File: src/rtl/serial_adder_pkg.sv
// Shared types for the bit-serial adder: FSM state encoding and width limits.
package serial_adder_pkg;

    typedef enum logic [1:0] {
        IDLE = 2'd0,
        RUN  = 2'd1,
        DONE = 2'd2
    } state_t;

    localparam int unsigned WIDTH_MIN = 2;
    localparam int unsigned WIDTH_MAX = 32;

endpackage

File: src/rtl/full_adder.sv
// Single-bit full adder built from two half adders and an OR of their carries.
module full_adder (
    input  logic a,
    input  logic b,
    input  logic cin,
    output logic s,
    output logic cout
);

    logic s0;
    logic c0;
    logic c1;

    half_adder u_ha0 (
        .a     (a),
        .b     (b),
        .sum   (s0),
        .carry (c0)
    );

    half_adder u_ha1 (
        .a     (s0),
        .b     (cin),
        .sum   (s),
        .carry (c1)
    );

    assign cout = c0 | c1;

endmodule

File: src/rtl/half_adder.sv
// Single-bit half adder; two of these plus an OR form the full adder.
module half_adder (
    input  logic a,
    input  logic b,
    output logic sum,
    output logic carry
);

    assign sum   = a ^ b;
    assign carry = a & b;

endmodule

File: src/rtl/serial_adder.sv
// Bit-serial WIDTH-bit unsigned adder, LSB first, one bit per clock with a
// start/busy/done handshake. sum/cout are only written when a run completes.
module serial_adder
    import serial_adder_pkg::*;
#(
    parameter int unsigned WIDTH = 8
) (
    input  logic             clk,
    input  logic             rst_n,
    input  logic             start,
    input  logic [WIDTH-1:0] a,
    input  logic [WIDTH-1:0] b,
    output logic             busy,
    output logic             done,
    output logic [WIDTH-1:0] sum,
    output logic             cout
);

    localparam int unsigned CW = $clog2(WIDTH);
    localparam logic [CW-1:0] LAST = CW'(WIDTH - 1);

    state_t           state;
    state_t           state_next;
    logic [WIDTH-1:0] a_sr;
    logic [WIDTH-1:0] b_sr;
    logic [WIDTH-1:0] sum_sr;
    logic [WIDTH-1:0] sum_shifted;
    logic [CW-1:0]    cnt;
    logic             carry;
    logic             fa_s;
    logic             fa_cout;

    full_adder u_fa (
        .a    (a_sr[0]),
        .b    (b_sr[0]),
        .cin  (carry),
        .s    (fa_s),
        .cout (fa_cout)
    );

    // New bit enters at the MSB so the last bit of a run leaves the word aligned.
    assign sum_shifted = {fa_s, sum_sr[WIDTH-1:1]};

    always_ff @(posedge clk) begin
        if (!rst_n) begin
            state <= IDLE;
        end else begin
            state <= state_next;
        end
    end

    always_comb begin
        state_next = state;
        case (state)
            IDLE:    if (start) state_next = RUN;
            RUN:     if (cnt == LAST) state_next = DONE;
            DONE:    state_next = IDLE;
            default: state_next = IDLE;
        endcase
    end

    always_ff @(posedge clk) begin
        if (!rst_n) begin
            a_sr   <= '0;
            b_sr   <= '0;
            sum_sr <= '0;
            cnt    <= '0;
            carry  <= 1'b0;
            sum    <= '0;
            cout   <= 1'b0;
        end else begin
            case (state)
                IDLE: begin
                    if (start) begin
                        a_sr   <= a;
                        b_sr   <= b;
                        sum_sr <= '0;
                        cnt    <= '0;
                        carry  <= 1'b0;
                    end
                end
                RUN: begin
                    carry  <= fa_cout;
                    sum_sr <= sum_shifted;
                    a_sr   <= a_sr >> 1;
                    b_sr   <= b_sr >> 1;
                    cnt    <= cnt + CW'(1);
                    if (cnt == LAST) begin
                        sum  <= sum_shifted;
                        cout <= fa_cout;
                    end
                end
                default: ;
            endcase
        end
    end

    assign busy = (state != IDLE);
    assign done = (state == DONE);

endmodule
File: config.mk
export PLATFORM = sky130hd
export DESIGN_NAME = serial_adder
export DESIGN_NICKNAME = d
export VERILOG_FILES = /design/src/rtl/serial_adder_pkg.sv /design/src/rtl/full_adder.sv /design/src/rtl/half_adder.sv /design/src/rtl/serial_adder.sv
export SDC_FILE = /design/constraint.sdc
export NUM_CORES = 1
export LEC_CHECK = 0
export CELL_PAD_IN_SITES_DETAIL_PLACEMENT = 1
export CELL_PAD_IN_SITES_GLOBAL_PLACEMENT = 1
export CORE_UTILIZATION = 44
export CTS_BUF_LIST = sky130_fd_sc_hd__clkbuf_8
export DETAILED_ROUTE_END_ITERATION = 10
export PLACE_DENSITY_LB_ADDON = 0.1
export SLEW_MARGIN = 30
export SYNTH_ARGS = -nofsm -noshare
export SYNTH_HDL_FRONTEND = slang
export SYNTH_SLANG_ARGS = --single-unit
File: constraint.sdc
create_clock -name clk -period 2.31 [get_ports clk]
set_input_delay 0.231 -clock clk [delete_from_list [all_inputs] [get_ports clk]]
set_output_delay 0.231 -clock clk [all_outputs]
set_load 0.01 [all_outputs]
-- Word-level counts from Yosys, hierarchy flattened
Index checks and enable logic that the tools add are counted.
- shift operators: 0
- bitwise operators: 5
- add/sub/neg operators: 1
- $mul: 0
- divide/modulo/power cells: 0
- equality and inequality tests: 5
- order comparisons: 0
- muxes and demuxes: 13
- reduce and logical (&&, ||, !) cells: 6
- operators by type and width (operator ; number):
    $pmux 8 s2 ; 3
    $mux 8 ; 3
    $pmux 3 s2 ; 1
    $reduce_and 2->1 ; 3
    $mux 2 ; 2
    $ne 2x2->1 const B ; 2
    $pmux 2 s2 ; 1
    $reduce_bool 2->1 ; 2
    $add 3x1->3 const B ; 1
    $eq 3x3->1 const B ; 1
    $mux 3 ; 1
    $and 1x1->1 ; 2
    $eq 2x1->1 const B ; 1
    $eq 2x2->1 const B ; 1
    $logic_not 2->1 ; 1
    $pmux 1 s2 ; 1
    $xor 1x1->1 ; 2
    $mux 1 ; 1
    $or 1x1->1 ; 1
- register bits after elaboration: 39
- memories: 0
- bits in read-only memories: 0
- output and inout port bits: 11
- bits of input ports: 19
- bits in latches: 0
- RAM bits: 0

-- Longest topological paths before layout
Gate-level depths: netlist of the first run.
- depth in word-level cells: 4
- mapped depth: 5

-- Cells and area by module
From an unflattened synthesis of the first run, not the netlist that was laid out.
- cell total of the unflattened synthesis: 166
- area total of the unflattened synthesis: 1592.8 um2
- by module, submodules not included (module ; cells each ; area each (um2) ; times used):
    serial_adder ; 163 ; 1561.5 ; 1
    half_adder ; 1 ; 12.5 ; 2
    full_adder ; 1 ; 6.3 ; 1

-- Worst setup path after synthesis of the first run
Ideal clock, no wire load.
- path type: register to register
- start point: reg state[1]
- end point: reg a_sr[0]
- path slack: 1072 ps
- stages on the path, launching flop included: 6
- data arrival time: 1116 ps
- cells stage by stage: dfxtp_1 -> or3b_1 -> buf_2 -> buf_6 -> o221ai_1 -> a21oi_1
- word-level cells in the longest chain between the ends: 3
- elaborated cells between the ends (all ways): 6
- classes of those cells: eq/ne: 2; mux: 1; reduce/logical: 3
- RTL lines (item ; line ; RTL):
    from (decl) ; serial_adder.sv:22 ; state_t state;
    from (signal assigned) ; serial_adder.sv:48 ; state <= state_next;
    $eq 2x1->1 or $logic_not 2->1 (tied branches) ; serial_adder.sv:72 ; case (state)
    $reduce_bool 2->1 (no source line) or $ne 2x2->1 (tied branches) ; - ;
    $reduce_and 2->1 (no source line) ; - ;
    to (signal assigned) ; serial_adder.sv:85 ; a_sr <= a_sr >> 1;
    to (decl) ; serial_adder.sv:24 ; logic [WIDTH-1:0] a_sr;
Parallel ways exist; a longest one is shown, timed or not.
A chain may end at the register's enable or synchronous reset.

-- Worst setup path after layout of the first run
- start point: reg state[0]
- end point: out busy
- word-level cells in the longest chain between the ends: 1
- RTL lines (item ; line ; RTL):
    $reduce_bool 2->1 ; serial_adder.sv:98 ; assign busy = (state != IDLE);
    to (decl) ; serial_adder.sv:13 ; output logic busy,
Every way passes these cells.

==> reports/metrics.csv, run 1 <==
metric,value,unit
Hold Slack,0.455,ns
htree depth,2,
# DRC,0,
HPWL Detailed,2.46,mm
Root Driver,clkbuf_8,
iteration-0 DRC count of the detailed router,70,
register bit total from synthesis,38,
"Slowest-stage cell, CP",dfxtp_1,
total power,1.31,mW
WL/cell,15.1,um
number of clock sinks,38,
die area,3840,um^2
I/O pins,30,
Yosys top cell area share,48.1,%
Filler Cells Inserted,392,
worst path bufs/invs,1,
DR pass1 iterations,3,
status,"complete, no violations",
reg2reg path depth,6,
CP top delay family,flip-flops,
CTS tree,built,
Layout Skew,0.00848,ns
vias per inst,5.35,
largest family of logic cells by synthesized area,compound AO/OA/AOI/OAI gates,
final hold vios,0,
CTS max path bufs,2,
Post-CTS Setup Inserts,0,
Antenna Cells,0,
ANT nets after route,0,
Placed Area,1870,um^2
share of cells above drive strength 1,7.33,%
WP data required,2.08,ns
pin count of the biggest net entering global routing,22,
Hold Crit Class,register to register,
fmax,567,MHz
post-synthesis simple-gate area fraction,14.5,%
CP Launch Type,register,
GPL Wtd Cong,0.696,
crit-path max cell delay,0.54,ns
Post-Synthesis Cells,164,
area of the core,3390,um^2
Final Util,57.8,%
vias in the first global route,1252,
height of the die,62.0,um
leakage power,0.698,nW
crit-path max FO,11,
R2R Path Start,cnt[0],
Reg-to-Reg End,sum[0],
net count after synthesis,186,
syn avg cell area,9.64,um^2
clk slew on worst S/H paths,0.07,ns
post-synthesis adder-cell area fraction,2.85,%
Worst R2R Setup Slack,0.75,ns
synth unique cells,27,
final instance area,1960,um^2
critical path type,register to output pin,
grt ovf,0,
Synth-to-Final Area Change,23.8,%
crit path DAT,1.53,ns
worst-margin pin slew,0.655,ns
row count,21,
worst hold start,b_sr[1],
Final Critical Period,1.76,ns
later-pin clock latency in the skew report,0.29,ns
synthesized area,1580,um^2
"critical path, cell by cell",or2_2 -> clkdlybuf4s50_1,
"Slew Viols, Final",0,
initial core utilization,46.7,%
Final Setup Violations,0,
PwrDens,667,nW/um^2
initial antenna violation count,0,
part of the Yosys area used for sequential elements,48.1,%
total vias in the final route,1268,
Num CTS Buffers,5,
first-pass GRT wire length,5.74,mm
Nets,212,
Hold Path End,b_sr[1],
cts hold-fix bufs,0,
synth warn,0,
Slew HR,56.2,%
Post-Synth XOR/XNOR Area,0,%
max cap viols,0,
Resize count post-CTS,0,
final period utilization,76.3,%
unrepaired setup endpoints after global routing,no,
Fin Setup TNS,0,ns
GRT Overall Usage,21.4,%
final wirelength,3.58,mm
Compound-Gate Fraction of Synth Area,23.9,%
dominant cell type by area after synthesis,dfxtp_1,
width of the chip,62.0,um
CP Capture Type,output pin,
hold depth,2,
Buffers on Ports,29,
peak supply drop,0.343,mV
Area contributors post-synth,"dfxtp_1, o221ai_1, a21boi_0",
mux contribution to synthesized area,1.27,%
layout make-up:
cell class	count	area, um^2	share of cell area [%]
Clock buffer	6	82.6	4.22
Clock inverter	2	8.76	0.447
Inverter	15	56.3	2.88
Multi-Input combinational cell	97	672	34.3
Sequential cell	38	761	38.8
Tap cell	46	57.6	2.94
Timing Repair Buffer	33	320	16.4
worst max-delay path by stage:
stage	to	cells after the start	slack, ns	startpoint
after floorplan	a_sr[0]	5	1.07	state[1]
after global placement	b_sr[0]	4	0.45	start
after detailed placement	b_sr[4]	4	0.40	start
after CTS	busy	2	0.54	state[0]
after global routing	busy	2	0.48	state[0]
final	busy	2	0.55	state[0]
flip-flops by register name, indices dropped and copies added (netlist names):
register,count
sum,8
cnt,3
a_sr,8
b_sr,8
sum_sr,7
cout,1
carry,1
state,2
power breakdown:
group | switching (mW) | internal (mW) | total [mW] | leakage, nW
clock network | 0.227 | 0.236 | 0.463 | 0.0524
logic | 0.0679 | 0.0702 | 0.138 | 0.335
registers | 0.0203 | 0.684 | 0.704 | 0.311
tightest hold or removal path, stage by stage, from the launching register on:
cell and delay (ns):
dfxtp_1 0.32, inv_1 0.05, a21oi_1 0.05
per-stage QoR:
stage / cells / worst slack [ns]
CTS: 237 / 0.543
detailed placement: 229 / 0.403
floorplan: 164 / 1.07
global route: 237 / 0.482
global placement: 229 / 0.447
finish: 237 / 0.547
metal layers:
layer / part of all wire [%] / vias to the layer above / track usage [%]
met2: 52 / 21 / 39.2
met3: 3.4 / 10 / 4.55
li1: - / 628 / -
met5: 0 / - / 0
met1: 42 / 609 / 22.3
met4: 2.4 / 0 / 12.4
kinds of logic (layout without fill, tap and decap cells):
| group | count (synthesis) | in the layout |
|---|---|---|
| AOI/OAI and AO/OA | 52 | 52 |
| buffers and inverters | 29 | 56 |
| DFF | 38 | 38 |
| muxes | 2 | 2 |
| and+or+nand+nor | 40 | 40 |
| adders and majority gates | 3 | 3 |
layout by cell type, fill, tap and decap left out, drive strengths merged:
master,n
buf,4
or2,1
nor2,1
mux2i,2
nand2b,1
nor3b,1
a21oi,14
a21boi,11
clkinv,1
nor2b,13
a22oi,10
ha,2
and3,1
dfxtp,38
o221ai,14
fa,1
o21ai,2
or3b,1
nand3b,1
clkdlybuf4s50,29
inv,16
nand4bb,2
clkbuf,6
o21bai,1
nand2,9
nand3,9
cells in the mapped netlist (all sizes together):
master and count:
o21bai 1, nand3 9, dfxtp 38, nor2b 13, nor3b 1, a22oi 10
ha 2, clkbuf 5, nor2 1, and3 1, o221ai 14, a21oi 14
inv 15, or3b 1, nand2 9, or2 1, nand4bb 2, mux2i 2
a21boi 11, o21ai 2, nand2b 1, nand3b 1, fa 1, buf 9
(Power assumes the default switching activity.)
==> run 2: changes to the inputs <==
CORE_UTILIZATION = 36   (was 44)
clock period = 1.5 ns   (was 2.31 ns; I/O delays follow)
==> run 2 against run 1 <==
Core utilization down 8.3 points; global-route usage down 4.6 points; final cell count grew 3.4%; critical path type unchanged.
==> reports/metrics.csv, run 2 (synthesis results as in run 1) <==
metric,value,unit
status,"complete, no violations",
most frequent cells in the layout,"dfxtp_1, clkdlybuf4s50_1, inv_1, a21oi_1",
hold depth,2,
worst-margin pin slew,0.192,ns
cts hold-fix bufs,0,
Worst R2R Setup Slack,0.17,ns
I/O pins,30,
leakage power,0.734,nW
later-pin clock latency in the skew report,0.29,ns
Hold Path End,a_sr[6],
Finished Layout Cells,245,
number of clock sinks,38,
HPWL Detailed,2.38,mm
CP Capture Type,output pin,
Placed Area,1920,um^2
unrepaired setup endpoints after global routing,no,
Slew HR,87.1,%
Filler Cells Inserted,455,
htree depth,2,
R2R Path Start,cnt[0],
Fin Setup TNS,0,ns
Buffers on Ports,29,
Final Critical Period,1.39,ns
Nets,216,
"commonest non-fill, non-tap cell in the layout",dfxtp_1,
area of the core,4120,um^2
CP Launch Type,register,
WP data required,1.35,ns
grt ovf,0,
area occupied by multi-input gates,672,um^2
GPL Wtd Cong,0.734,
final period utilization,92.8,%
Root Driver,clkbuf_8,
die area,4660,um^2
final wirelength,3.60,mm
crit path DAT,1.24,ns
first-pass GRT wire length,5.58,mm
Storage cell area,766,um^2
row count,23,
iteration-0 DRC count of the detailed router,52,
Reg-to-Reg End,sum[3],
max cap viols,0,
final instance area,2040,um^2
PwrDens,999,nW/um^2
total vias in the final route,1259,
Layout Skew,0.00717,ns
peak supply drop,0.390,mV
Hold Slack,0.446,ns
CTS tree,built,
height of the die,68.3,um
"Slew Viols, Final",0,
fmax,718,MHz
placed cell count,236,
# DRC,0,
clk slew on worst S/H paths,0.07,ns
initial antenna violation count,0,
CTS max path bufs,2,
reg2reg path depth,6,
pin count of the biggest net entering global routing,39,
critical path type,register to output pin,
vias per inst,5.14,
share of cells above drive strength 1,10.8,%
Final Setup Violations,0,
Largest regs,"a_sr: 8 flops, b_sr: 8 flops, sum: 8 flops",
Num CTS Buffers,5,
GRT Overall Usage,16.7,%
initial core utilization,38.4,%
vias in the first global route,1243,
worst hold start,a_sr[6],
DR pass1 iterations,4,
ANT nets after route,0,
final hold vios,0,
WL/cell,14.7,um
Synth-to-Final Area Change,28.8,%
width of the chip,68.3,um
crit-path max FO,12,
Antenna Cells,0,
Hold Crit Class,register to register,
-- run 2: cell count changes in the layout (fill, tap and decap cells not counted), sizes merged --
cell | before | now
dlygate4sd2 | 0 | 2
clkinvlp | 0 | 1
inv | 16 | 15
buf | 4 | 8
clkdlybuf4s50 | 29 | 27
-- run 2: per-stage QoR --
step                      total power, mW  util, %  setup slack [ns]
final                                2.03     49.5             0.107
after global routing                 2.14     49.5            0.0381
after CTS                            2.07     49.0            0.0705
after detailed placement             1.33     46.6           -0.0551
after global placement               1.32     46.6           -0.0440
after floorplan                      1.24        -             0.262
-- run 2: worst max path at each step --
stage               startpoint  endpoint  depth (start not counted)  slack (ns)
global route          state[1]      busy                          2        0.04
floorplan             state[1]   a_sr[0]                          5        0.26
detailed placement       start   b_sr[4]                          5       -0.06
CTS                     cnt[0]    sum[3]                          5        0.07
global placement         start   b_sr[4]                          5       -0.04
finish                state[1]      busy                          2        0.11
-- run 2: area by class of cell --
cell class                      count  area share [%]
Timing Repair Buffer               37            18.9
Tap cell                           50            3.07
Clock inverter                      2           0.614
Sequential cell                    38            37.6
Inverter                           15            2.76
Multi-Input combinational cell     97            33.0
Clock buffer                        6            4.05
-- run 2: where the power goes --
| group | internal (mW) | total [mW] | switching (mW) | leakage [nW] |
|---|---|---|---|---|
| clock | 0.369 | 0.729 | 0.360 | 0.0472 |
| sequential | 1.05 | 1.08 | 0.0308 | 0.312 |
| combinational | 0.120 | 0.224 | 0.103 | 0.376 |
-- run 2: critical path: stages (launching register included) --
cell and delay, ns:
dfxtp_4 0.38, or2_2 0.29, dlygate4sd2_1 0.29
-- run 2: per-layer routing --
layer / track usage, % / part of all wire (%) / wire length [um] / vias to the layer above
li1: - / - / - / 636
met1: 18.8 / 46 / 1650 / 595
met2: 29.0 / 49 / 1750 / 22
met3: 5.00 / 3.9 / 141 / 6
met4: 7.03 / 1.5 / 55 / 0
met5: 0 / 0 / 0 / -
-- run 2: what timing repair did --
action | in CTS | in global routing
resized for setup | 5 | 0
endpoints found under the setup margin | 2 | 4
setup buffers | 0 | 1
==> run 3: changes to the inputs <==
CORE_UTILIZATION = 37   (was 36)
SYNTH_HIERARCHICAL = 1   (was not set)
==> run 3 against run 2 <==
Clock-buffer cell count stayed put; total power is 17% higher; critical endpoint unchanged; critical path depth stayed put; wire length is 0.39% higher; register-to-register slack worse by 0.03 ns; sequential power hardly changed; largest cell class unchanged.
==> reports/metrics.csv, run 3 <==
metric,value,unit
Num CTS Buffers,5,
pre-CTS setup slack,-0.0704,ns
grt ovf,0,
CP top delay family,flip-flops,
Fin Setup TNS,0,ns
most frequent cells in the layout,"dfxtp_1, clkdlybuf4s50_1, inv_1, a21oi_1",
Layout Skew,0.00182,ns
CTS tree,built,
WL/cell,14.6,um
GPL Wtd Cong,0.708,
"EDFF count, synth",0,
synth warn,6,
Post-Synth XOR/XNOR Area,0,%
final hold vios,0,
CTS max path bufs,2,
dominant cell type by area after synthesis,dfxtp_1,
Post-CTS Setup Inserts,0,
cts hold-fix bufs,0,
"commonest non-fill, non-tap cell in the layout",dfxtp_1,
ANT nets after route,0,
Antenna Cells,0,
die area,4570,um^2
initial antenna violation count,0,
"Slew Viols, Final",0,
final period utilization,92.7,%
fmax,719,MHz
worst path bufs/invs,1,
CP Launch Type,register,
vias in the first global route,1265,
Resize count post-CTS,5,
synthesized area,1590,um^2
synth unique cells,27,
max cap viols,0,
clk slew on worst S/H paths,0.07,ns
Yosys top cell area share,47.8,%
later-pin clock latency in the skew report,0.29,ns
total power,2.38,mW
net count after synthesis,189,
syn avg cell area,9.60,um^2
leakage power,0.763,nW
iteration-0 DRC count of the detailed router,41,
crit-path max cell delay,0.38,ns
Post-synth top flop,dfxtp_1,
share of cells above drive strength 1,10.7,%
Hold Crit Class,register to register,
HPWL Detailed,2.39,mm
number of clock sinks,38,
# DRC,0,
Synth async-reset ratio,0,%
most frequent cell after synthesis,dfxtp_1,
initial core utilization,39.3,%
"Slowest-stage cell, CP",dfxtp_4,
peak supply drop,0.459,mV
Compound-Gate Fraction of Synth Area,23.7,%
width of the chip,67.6,um
status,"complete, no violations",
top post-synthesis cells by count,"dfxtp_1, inv_1, a21oi_1, nor2b_1, o221ai_1",
total vias in the final route,1286,
part of the Yosys area used for sequential elements,47.8,%
height of the die,67.6,um
final wirelength,3.62,mm
mux contribution to synthesized area,1.26,%
largest family of logic cells by synthesized area,compound AO/OA/AOI/OAI gates,
critical path type,register to output pin,
worst setup margin,0.110,ns
worst-margin pin slew,0.375,ns
Final Setup Violations,0,
unrepaired setup endpoints after global routing,no,
I/O pins,30,
WP data required,1.35,ns
Largest regs,"a_sr: 8 flops, b_sr: 8 flops, sum: 8 flops",
Nets,219,
row count,23,
Filler Cells Inserted,459,
hold depth,2,
"critical path, cell by cell",or2_2 -> dlygate4sd2_1,
Root Driver,clkbuf_8,
htree depth,2,
Post-Synthesis Cells,166,
GRT Overall Usage,17.4,%
DR pass1 iterations,4,
reg2reg path depth,5,
CP Capture Type,output pin,
first-pass GRT wire length,5.82,mm
register bit total from synthesis,38,
vias per inst,5.21,
PwrDens,1150,nW/um^2
crit-path max FO,12,
Area contributors post-synth,"dfxtp_1, o221ai_1, a21boi_0",
Buffers on Ports,29,
pin count of the biggest net entering global routing,39,
post-synthesis simple-gate area fraction,14.8,%
Synth-to-Final Area Change,30.0,%
Final Critical Period,1.39,ns
area of the core,4060,um^2
crit path DAT,1.24,ns
Slew HR,74.9,%
Levels on crit path,2,
post-synthesis adder-cell area fraction,3.14,%
[run 3: final timing paths]
check,start,end,slack [ns]
min reg2reg,b_sr[3],b_sr[3],0.45
max reg2reg,a_sr[0],carry,0.14
max,state[1],busy,0.11
min,b_sr[3],b_sr[3],0.45
[run 3: metal layers]
layer	wire, um	global-route usage [%]	vias up
met5	0	0	-
met4	67	8.78	0
met3	145	4.39	8
met2	1840	30.8	22
met1	1560	18.9	609
li1	-	-	647
[run 3: per-stage QoR]
step	hold slack (ns)	utilization, %	instance area [um^2]	std cells
floorplan	0.332	-	1590	166
global placement	0.431	47.5	1930	239
detailed placement	0.446	47.5	1930	239
CTS	0.457	51.0	2070	247
global route	0.466	51.0	2070	247
finish	0.451	51.0	2070	247
[run 3: cell families (layout without fill, tap and decap cells)]
kind of cell    count (synthesis)  in the layout
compound gates                 52             52
fa+ha+maj                       4              4
simple gates                   41             41
buf+inv                        29             60
flops                          38             38
mux                             2              2
[run 3: area by class of cell]
class / count / area, um^2 / area share (%)
Clock buffer: 6 / 82.6 / 3.99
Clock inverter: 2 / 60.1 / 2.90
Timing Repair Buffer: 37 / 360 / 17.4
Sequential cell: 38 / 766 / 37.0
Tap cell: 50 / 62.6 / 3.02
Multi-Input combinational cell: 99 / 683 / 33.0
Inverter: 15 / 56.3 / 2.72
[run 3: where the power goes]
| group | total [mW] | internal (mW) | switching, mW |
|---|---|---|---|
| Combinational | 0.225 | 0.119 | 0.106 |
| Clock | 1.07 | 0.709 | 0.365 |
| Sequential | 1.08 | 1.05 | 0.0294 |
[run 3: worst reg2reg max path: stages, from the launching register on]
cell and delay, ns:
dfxtp_1 0.32, ha_1 0.29, ha_1 0.19, or2_1 0.24, a22oi_1 0.15, nor2b_1 0.06
